$ cat src/rtl/imem_pkg.sv
// Shared constants for the instruction-memory loader: size defaults, header
// byte width and FSM state encoding.
package imem_pkg;

  localparam int DEPTH_DEF  = 64;
  localparam int ADDR_W_DEF = 6;
  localparam int HDR_W      = 8;

  typedef logic [2:0] state_t;

  localparam state_t S_IDLE   = 3'd0;
  localparam state_t S_HDR    = 3'd1;
  localparam state_t S_DATA   = 3'd2;
  localparam state_t S_WRITE  = 3'd3;
  localparam state_t S_FINISH = 3'd4;

endpackage

$ cat src/rtl/byte_packer.sv
// Assembles four stream bytes into one little-endian 32-bit word.
module byte_packer (
  input  logic        clk,
  input  logic        rst_n,
  input  logic        clr,
  input  logic        byte_valid,
  input  logic [7:0]  byte_in,
  output logic [31:0] word,
  output logic        word_valid
);

  logic [1:0] byte_cnt;

  // Shifting right lands the first byte of the word in bits 7:0 after four bytes.
  always_ff @(posedge clk or negedge rst_n) begin
    if (!rst_n) begin
      byte_cnt <= 2'd0;
      word     <= 32'd0;
    end else if (clr) begin
      byte_cnt <= 2'd0;
      word     <= 32'd0;
    end else if (byte_valid) begin
      byte_cnt <= byte_cnt + 2'd1;
      word     <= {byte_in, word[31:8]};
    end
  end

  assign word_valid = byte_valid && (byte_cnt == 2'd3);

endmodule

$ cat src/rtl/imem_loader.sv
// Streams a length-prefixed byte image into instruction memory while holding
// the core, then pulses done (or raises a sticky err).
//
// state    | meaning
// ---------+-------------------------------------------------
// S_IDLE   | waiting for start, core released
// S_HDR    | accepting the word-count header byte
// S_DATA   | accepting the bytes of the current word
// S_WRITE  | one-cycle write strobe of the assembled word
// S_FINISH | one-cycle done pulse
module imem_loader #(
  parameter int DEPTH  = imem_pkg::DEPTH_DEF,
  parameter int ADDR_W = imem_pkg::ADDR_W_DEF
) (
  input  logic              clk,
  input  logic              rst_n,
  input  logic              start,
  input  logic              abort,
  input  logic              in_valid,
  input  logic [7:0]        in_byte,
  output logic              in_ready,
  output logic              wr_en,
  output logic [ADDR_W-1:0] wr_addr,
  output logic [31:0]       wr_data,
  output logic              cpu_hold,
  output logic              done,
  output logic              err
);

  import imem_pkg::*;

  localparam logic [HDR_W:0] DEPTH_HDR = (HDR_W+1)'(DEPTH);

  state_t            state;
  logic [ADDR_W:0]   word_cnt;
  logic [ADDR_W:0]   word_cnt_nxt;
  logic [ADDR_W:0]   n_q;
  logic [ADDR_W-1:0] hold_addr;
  logic [31:0]       hold_data;
  logic [31:0]       word;
  logic              word_valid;
  logic              accept;
  logic              hdr_big;

  // abort gates the handshake and the strobe in the same cycle it arrives.
  assign in_ready     = ((state == S_HDR) || (state == S_DATA)) && !abort;
  assign accept       = in_valid && in_ready;
  assign wr_en        = (state == S_WRITE) && !abort;
  assign cpu_hold     = (state != S_IDLE);
  assign done         = (state == S_FINISH);
  assign wr_addr      = wr_en ? word_cnt[ADDR_W-1:0] : hold_addr;
  assign wr_data      = wr_en ? word : hold_data;
  assign word_cnt_nxt = word_cnt + (ADDR_W+1)'(1);
  assign hdr_big      = {1'b0, in_byte} > DEPTH_HDR;

  byte_packer u_packer (
    .clk        (clk),
    .rst_n      (rst_n),
    .clr        ((state == S_IDLE) && start),
    .byte_valid ((state == S_DATA) && accept),
    .byte_in    (in_byte),
    .word       (word),
    .word_valid (word_valid)
  );

  always_ff @(posedge clk or negedge rst_n) begin
    if (!rst_n) begin
      hold_addr <= '0;
      hold_data <= 32'd0;
    end else if (wr_en) begin
      hold_addr <= word_cnt[ADDR_W-1:0];
      hold_data <= word;
    end
  end

  always_ff @(posedge clk or negedge rst_n) begin
    if (!rst_n) begin
      state    <= S_IDLE;
      word_cnt <= '0;
      n_q      <= '0;
      err      <= 1'b0;
    end else begin
      case (state)
        S_IDLE: begin
          if (start) begin
            state    <= S_HDR;
            err      <= 1'b0;
            word_cnt <= '0;
            n_q      <= '0;
          end
        end
        S_HDR: begin
          if (abort) begin
            state <= S_IDLE;
            err   <= 1'b1;
          end else if (accept) begin
            if (in_byte == 8'd0) begin
              state <= S_FINISH;
            end else if (hdr_big) begin
              state <= S_IDLE;
              err   <= 1'b1;
            end else begin
              n_q   <= (ADDR_W+1)'(in_byte);
              state <= S_DATA;
            end
          end
        end
        S_DATA: begin
          if (abort) begin
            state <= S_IDLE;
            err   <= 1'b1;
          end else if (word_valid) begin
            state <= S_WRITE;
          end
        end
        S_WRITE: begin
          if (abort) begin
            state <= S_IDLE;
            err   <= 1'b1;
          end else begin
            word_cnt <= word_cnt_nxt;
            state    <= (word_cnt_nxt == n_q) ? S_FINISH : S_DATA;
          end
        end
        S_FINISH: state <= S_IDLE;
        default:  state <= S_IDLE;
      endcase
    end
  end

endmodule
$ cat config.mk
export PLATFORM = sky130hd
export DESIGN_NAME = imem_loader
export DESIGN_NICKNAME = d
export VERILOG_FILES = /design/src/rtl/imem_pkg.sv /design/src/rtl/byte_packer.sv /design/src/rtl/imem_loader.sv
export SDC_FILE = /design/constraint.sdc
export NUM_CORES = 1
export LEC_CHECK = 0
export ABC_AREA = 1
export CELL_PAD_IN_SITES_DETAIL_PLACEMENT = 1
export CELL_PAD_IN_SITES_GLOBAL_PLACEMENT = 2
export CORE_UTILIZATION = 36
export DETAILED_ROUTE_END_ITERATION = 8
export PLACE_DENSITY_LB_ADDON = 0.1
export SLEW_MARGIN = 15
export SYNTH_ARGS = -nofsm -noshare
export SYNTH_HDL_FRONTEND = slang
export SYNTH_SLANG_ARGS = --single-unit
$ cat constraint.sdc
create_clock -name clk -period 2.69 [get_ports clk]
set_clock_uncertainty 0.05 [all_clocks]
set_input_delay 0.538 -clock clk [delete_from_list [all_inputs] [get_ports clk]]
set_output_delay 0.538 -clock clk [all_outputs]
set_load 0.02 [all_outputs]
# --- Word-level counts from Yosys, hierarchy flattened ---
# Index checks and enable logic that the tools add are counted.
word_totals:
  register_bits: 90
  latchBits: 0
  mem_bits_rw: 0
  mem_bits_ro: 0
  input_bits: 13
  out_inout_bits: 43
  wordCells: 79
  memories: 0
op_classes:
  n_addsub: 2
  multipliers: 0
  div: 0
  n_lt_le_gt_ge: 1
  n_eq_ne: 17
  shifts: 0
  muxes: 31
  bitwise_logic: 0
  n_reduce_logical: 20
ops:
  columns: ["operator", "n"]
  rows:
  - ["$mux 32", 3]
  - ["$mux 7", 6]
  - ["$pmux 7 s2", 2]
  - ["$mux 3", 8]
  - ["$ne 2x2->1 const B", 6]
  - ["$pmux 3 s4", 1]
  - ["$reduce_and 6->1", 2]
  - ["$ne 3x3->1 const B", 3]
  - ["$gt 8x7->1 const B", 1]
  - ["$logic_not 8->1", 1]
  - ["$add 7x1->7 const B", 1]
  - ["$eq 7x7->1", 1]
  - ["$eq 3x2->1 const B", 2]
  - ["$logic_and 1x1->1", 6]
  - ["$mux 1", 6]
  - ["$mux 2", 3]
  - ["$mux 6", 1]
  - ["$reduce_and 3->1", 2]
  - ["$reduce_bool 2->1", 3]
  - ["$reduce_bool 3->1", 2]
  - ["$eq 3x1->1 const B", 1]
  - ["$eq 3x3->1 const B", 1]
  - ["$logic_not 3->1", 1]
  - ["$ne 3x2->1 const B", 1]
  - ["other kinds (7)", 7]

# --- Depth between registers and ports, before layout ---
logic_depth:
  ltp_word: 9
  ltp_mapped: 14
  ltp_nobuf: 14

# --- Modules after synthesis ---
# From an unflattened synthesis, not the netlist that was laid out.
hier_totals:
  hier_cells: 471
  hier_area_um2: 4083.9
modules_own_cells:
  columns: ["mod", "n_inst", "cells_each", "area_each_um2", "seq_area_each_um2"]
  rows:
  - ["imem_loader", 1, 319, 2595.0, 1401.3]
  - ["byte_packer", 1, 152, 1488.9, 850.8]

# --- Worst setup path after synthesis ---
# No wires, ideal clock.
synth_timing:
  path_kind: "register to output"
  startpoint: "register state[2]"
  endpoint: "output port wr_addr[1]"
  t_arrival_ps: 1875
  t_required_ps: 2102
  slack_ps: 227
  path_stages_with_launch: 9
  path_buffers: 1
  cell_sequence: "dfrtp_1 inv_1 nand2_2 nor2_1 inv_1 nor2_4 inv_2 clkbuf_1 o21ai_0"
synth_via:
  elab_chain_cells: 3
synth_lines:
  columns: ["element", "line_no", "source"]
  rows:
  - ["from (decl)", "imem_loader.sv:34", "state_t state;"]
  - ["from (signal assigned)", "imem_loader.sv:122", "state <= (word_cnt_nxt == n_q) ? S_FINISH : S_DATA;"]
  - ["$eq 3x2->1", "imem_loader.sv:48", "assign wr_en = (state == S_WRITE) && !abort;"]
  - ["$logic_and 1x1->1", "imem_loader.sv:48", null]
  - ["via wr_en", "imem_loader.sv:22", "output logic wr_en,"]
  - ["$mux 6", null, null]
  - ["to (decl)", "imem_loader.sv:23", "output logic [ADDR_W-1:0] wr_addr,"]
# The timed path passes the listed nets, and every way through them passes these cells.

# --- Worst setup path in the final report ---
layout_timing:
  startpoint: "input port abort"
  endpoint: "output port wr_data[26]"
layout_via:
  elab_chain_cells: 3
layout_lines:
  columns: ["element", "line_no", "source"]
  rows:
  - ["from (decl)", "imem_loader.sv:18", "input logic abort,"]
  - ["$logic_not 1->1", "imem_loader.sv:48", null]
  - ["$logic_and 1x1->1", "imem_loader.sv:48", null]
  - ["$mux 32", null, null]
  - ["to (decl)", "imem_loader.sv:24", "output logic [31:0] wr_data,"]
# Every way passes these cells.

==> out/results.ini <==
[logic_synthesis]
ys.flop_type = dfrtp_1
synth_mux_area_frac = 0.00261
synth_top_cell_by_area = dfrtp_1
ys_seq_area_frac = 0.587
synthAdderAreaFrac = 0.00653
synth_simple_gate_area_frac = 0.178
netlist_area_um2 = 3830
synthDominantCellAreaShare = 0.587
synth_enable_flop_cells = 0
synth_compound_area_frac = 0.132
ys_ff_latch = 90
synth_most_common_cell = nand2_1
synth_nets = 427
avgSynthCellArea_um2 = 9.31
synth_top_family_by_area = simple AND/OR/NAND/NOR gates
async_flop_share = 1.00
synth_cell_type_count = 30
netlist_instances = 412
synth_common_cells = nand2_1, dfrtp_1, inv_1
ys_top_cells_by_area = dfrtp_1, nand2_1, inv_1
yosysWarnings = 0
synthXorXnorAreaFrac = 0.00457

[critical_path]
criticalPathCategory = in2out
start_kind = input port
worstSetupEndpointType = primary output
arrival_ns = 2.01
worstPathMaxFanout = 14
cp_data_required_time_ns = 2.10

[clock_tree]
cts_buffer_depth = 2
clk_pin_slew_worst_paths_ns = 0.10
postCtsHoldBufs = 0
cts_buffers = 9
cts_tree = done
cts.sinks = 90
clk_latency_ns = 0.36
cts-root-buf = clkbuf_8
htreeDepth = 3

[final_layout]
layout-drive-gt1-share = 0.214
fin_area_um2 = 4710
antenna_cells = 0
finalNetCount = 497
area_growth_pct = 22.7
n_fill_cell = 1221

[sta]
hold_viol = 0
maxSlewHeadroom = 0.617
fin_crit_ns = 2.60
fmax_mhz = 385
drv_slew = 0
setup_viol = 0
fin_crit_sh = 0.966
tightestPinTransition_ns = 0.574
rsz0062_at_grt = true
setup-tns-final_ns = 0
setup_ws_ns = 0.0928

[placed_design]
portBuffers = 55
place.gp.congestion = 0.777
place_area_um2 = 4610
placement.setup.worst_slack_ns = -0.481
hpwl_um = 6330

[grt]
antenna_found_initial = 0
grt_start_max_net_pins = 49
grt_usage = 0.181
grt_remaining_overflow = 0
grt_pass1_vias = 3027
grt_pass1_wl_um = 15600

[floorplan]
start_util = 0.371
row_count = 37
dieArea_um2 = 11100
die_h_um = 105
core-area_um2 = 10300
ios = 56
die_w_um = 105

[power]
peakVddDrop_uv = 354
p_seq_frac = 0.394
p_int_uw = 2790
p_sw_uw = 1810
leakagePower_uw = 0.00230
p_total_uw = 4600
power_density_nw_per_um2 = 977
p_sw_frac = 0.394
combPwrFrac = 0.394
p_clk_frac = 0.211

[drt]
first_iter_violations = 78
wire_per_inst_um = 14.7
viasPerCell = 4.76
vias = 2967
drt.antenna.violating_nets = 0
routed_wl_um = 9140
drc = 0
firstDrtPassIters = 4

[outcome]
status = complete, no violations

[job]
drv_cap = 0

[min_path]
hp-class = in2async

area by class of cell:
type | instances | area, um^2 | area share
clock buffers | 10 | 138 | 0.0292
clock inverters | 6 | 71.3 | 0.0152
inverters | 63 | 246 | 0.0524
multi-input cells | 245 | 1270 | 0.270
flip-flops and latches | 90 | 2250 | 0.479
well taps | 136 | 170 | 0.0362
repair buffers | 73 | 557 | 0.118
worst max-delay path: stages:
cell and delay (ns):
clkdlybuf4s50_1 0.43, nor2_2 0.11, inv_1 0.08, nor2_4 0.16, inv_6 0.09, buf_6 0.16
o21ai_0 0.15, buf_4 0.13, buf_2 0.15
kinds of logic (layout without fill, tap and decap cells):
kind of cell / Yosys count / after routing
mux: 1 / 1
xor+xnor: 2 / 2
compound gates: 88 / 88
flops: 90 / 90
buf+inv: 77 / 152
simple gates: 152 / 152
fa+ha+maj: 2 / 2
sequential cells by signal, summed over array words and instances (netlist names):
register	flops
err	1
u_packer.word	32
word_cnt	7
hold_addr	6
n_q	7
state	3
u_packer.byte_cnt	2
hold_data	32
power by group through the flow:
stage               clock (uW)  combinational (uW)  sequential [uW]
floorplan                    0                1200             1810
global placement             0                2010             1830
detailed placement           0                2040             1840
CTS                       1000                1950             1820
global route              1050                2000             1850
finish                     971                1810             1810
metrics by stage:
step,util,hold slack (ns),instances
6_report,0.456,0.111,623
5_1_grt,0.456,0.130,623
4_1_cts,0.468,0.122,621
3_5_place_dp,0.446,0.431,605
3_3_place_gp,0.446,0.420,605
2_1_floorplan,-,0.192,412
cells in the final DEF (no fill, tap or decap), types with 2 or more instances in the layout:
cell type,count
clkbuf_8,10
dfrtp_1,90
o21ai_2,13
ha_1,2
nor2_1,20
nand2_4,4
buf_12,3
inv_6,5
nor2_2,2
nand2_1,102
o21ai_1,30
a21oi_1,3
clkdlybuf4s50_1,15
nand3b_1,3
nand3_1,12
clkbuf_2,5
inv_1,59
o22ai_1,29
buf_2,32
buf_4,14
clkinvlp_4,2
nand2_2,5
o21ai_0,11
timing repair:
| action | in CTS | in global routing |
|---|---|---|
| buffers inserted | 0 | 1 |
| gates resized for setup | 164 | 57 |
| cloned | 0 | 1 |
| endpoints found under the setup margin | 38 | 37 |
| pin swaps | 0 | 2 |
| endpoints found under the hold margin | 0 | 0 |
path summary, 6_finish.rpt:
kind	cells past startpoint	start	slack [ns]	endpoint
max in group asynchronous	2	rst_n	1.79	u_packer.word[6]$_DFFE_PN0P_
max	9	abort	0.09	wr_data[26]
min in group clk	2	hold_data[8]$_DFF_PN0_	0.43	hold_data[8]$_DFF_PN0_
max reg2reg	9	state[1]$_DFFE_PN0P_	0.59	u_packer.word[5]$_DFFE_PN0P_
min	1	rst_n	0.11	hold_data[3]$_DFF_PN0_
min reg2reg	2	hold_data[8]$_DFF_PN0_	0.43	hold_data[8]$_DFF_PN0_
layer usage:
| layer | vias up | wire, um | global-route usage | part of all wire |
|---|---|---|---|---|
| met4 | 0 | 91 | 0.0483 | 0.010 |
| met1 | 1455 | 4730 | 0.269 | 0.52 |
| met2 | 50 | 3980 | 0.266 | 0.44 |
| li1 | 1456 | - | - | - |
| met3 | 6 | 327 | 0.0405 | 0.036 |
| met5 | - | 0 | 0 | 0 |
No activity file was read; power rests on OpenSTA's default activity.
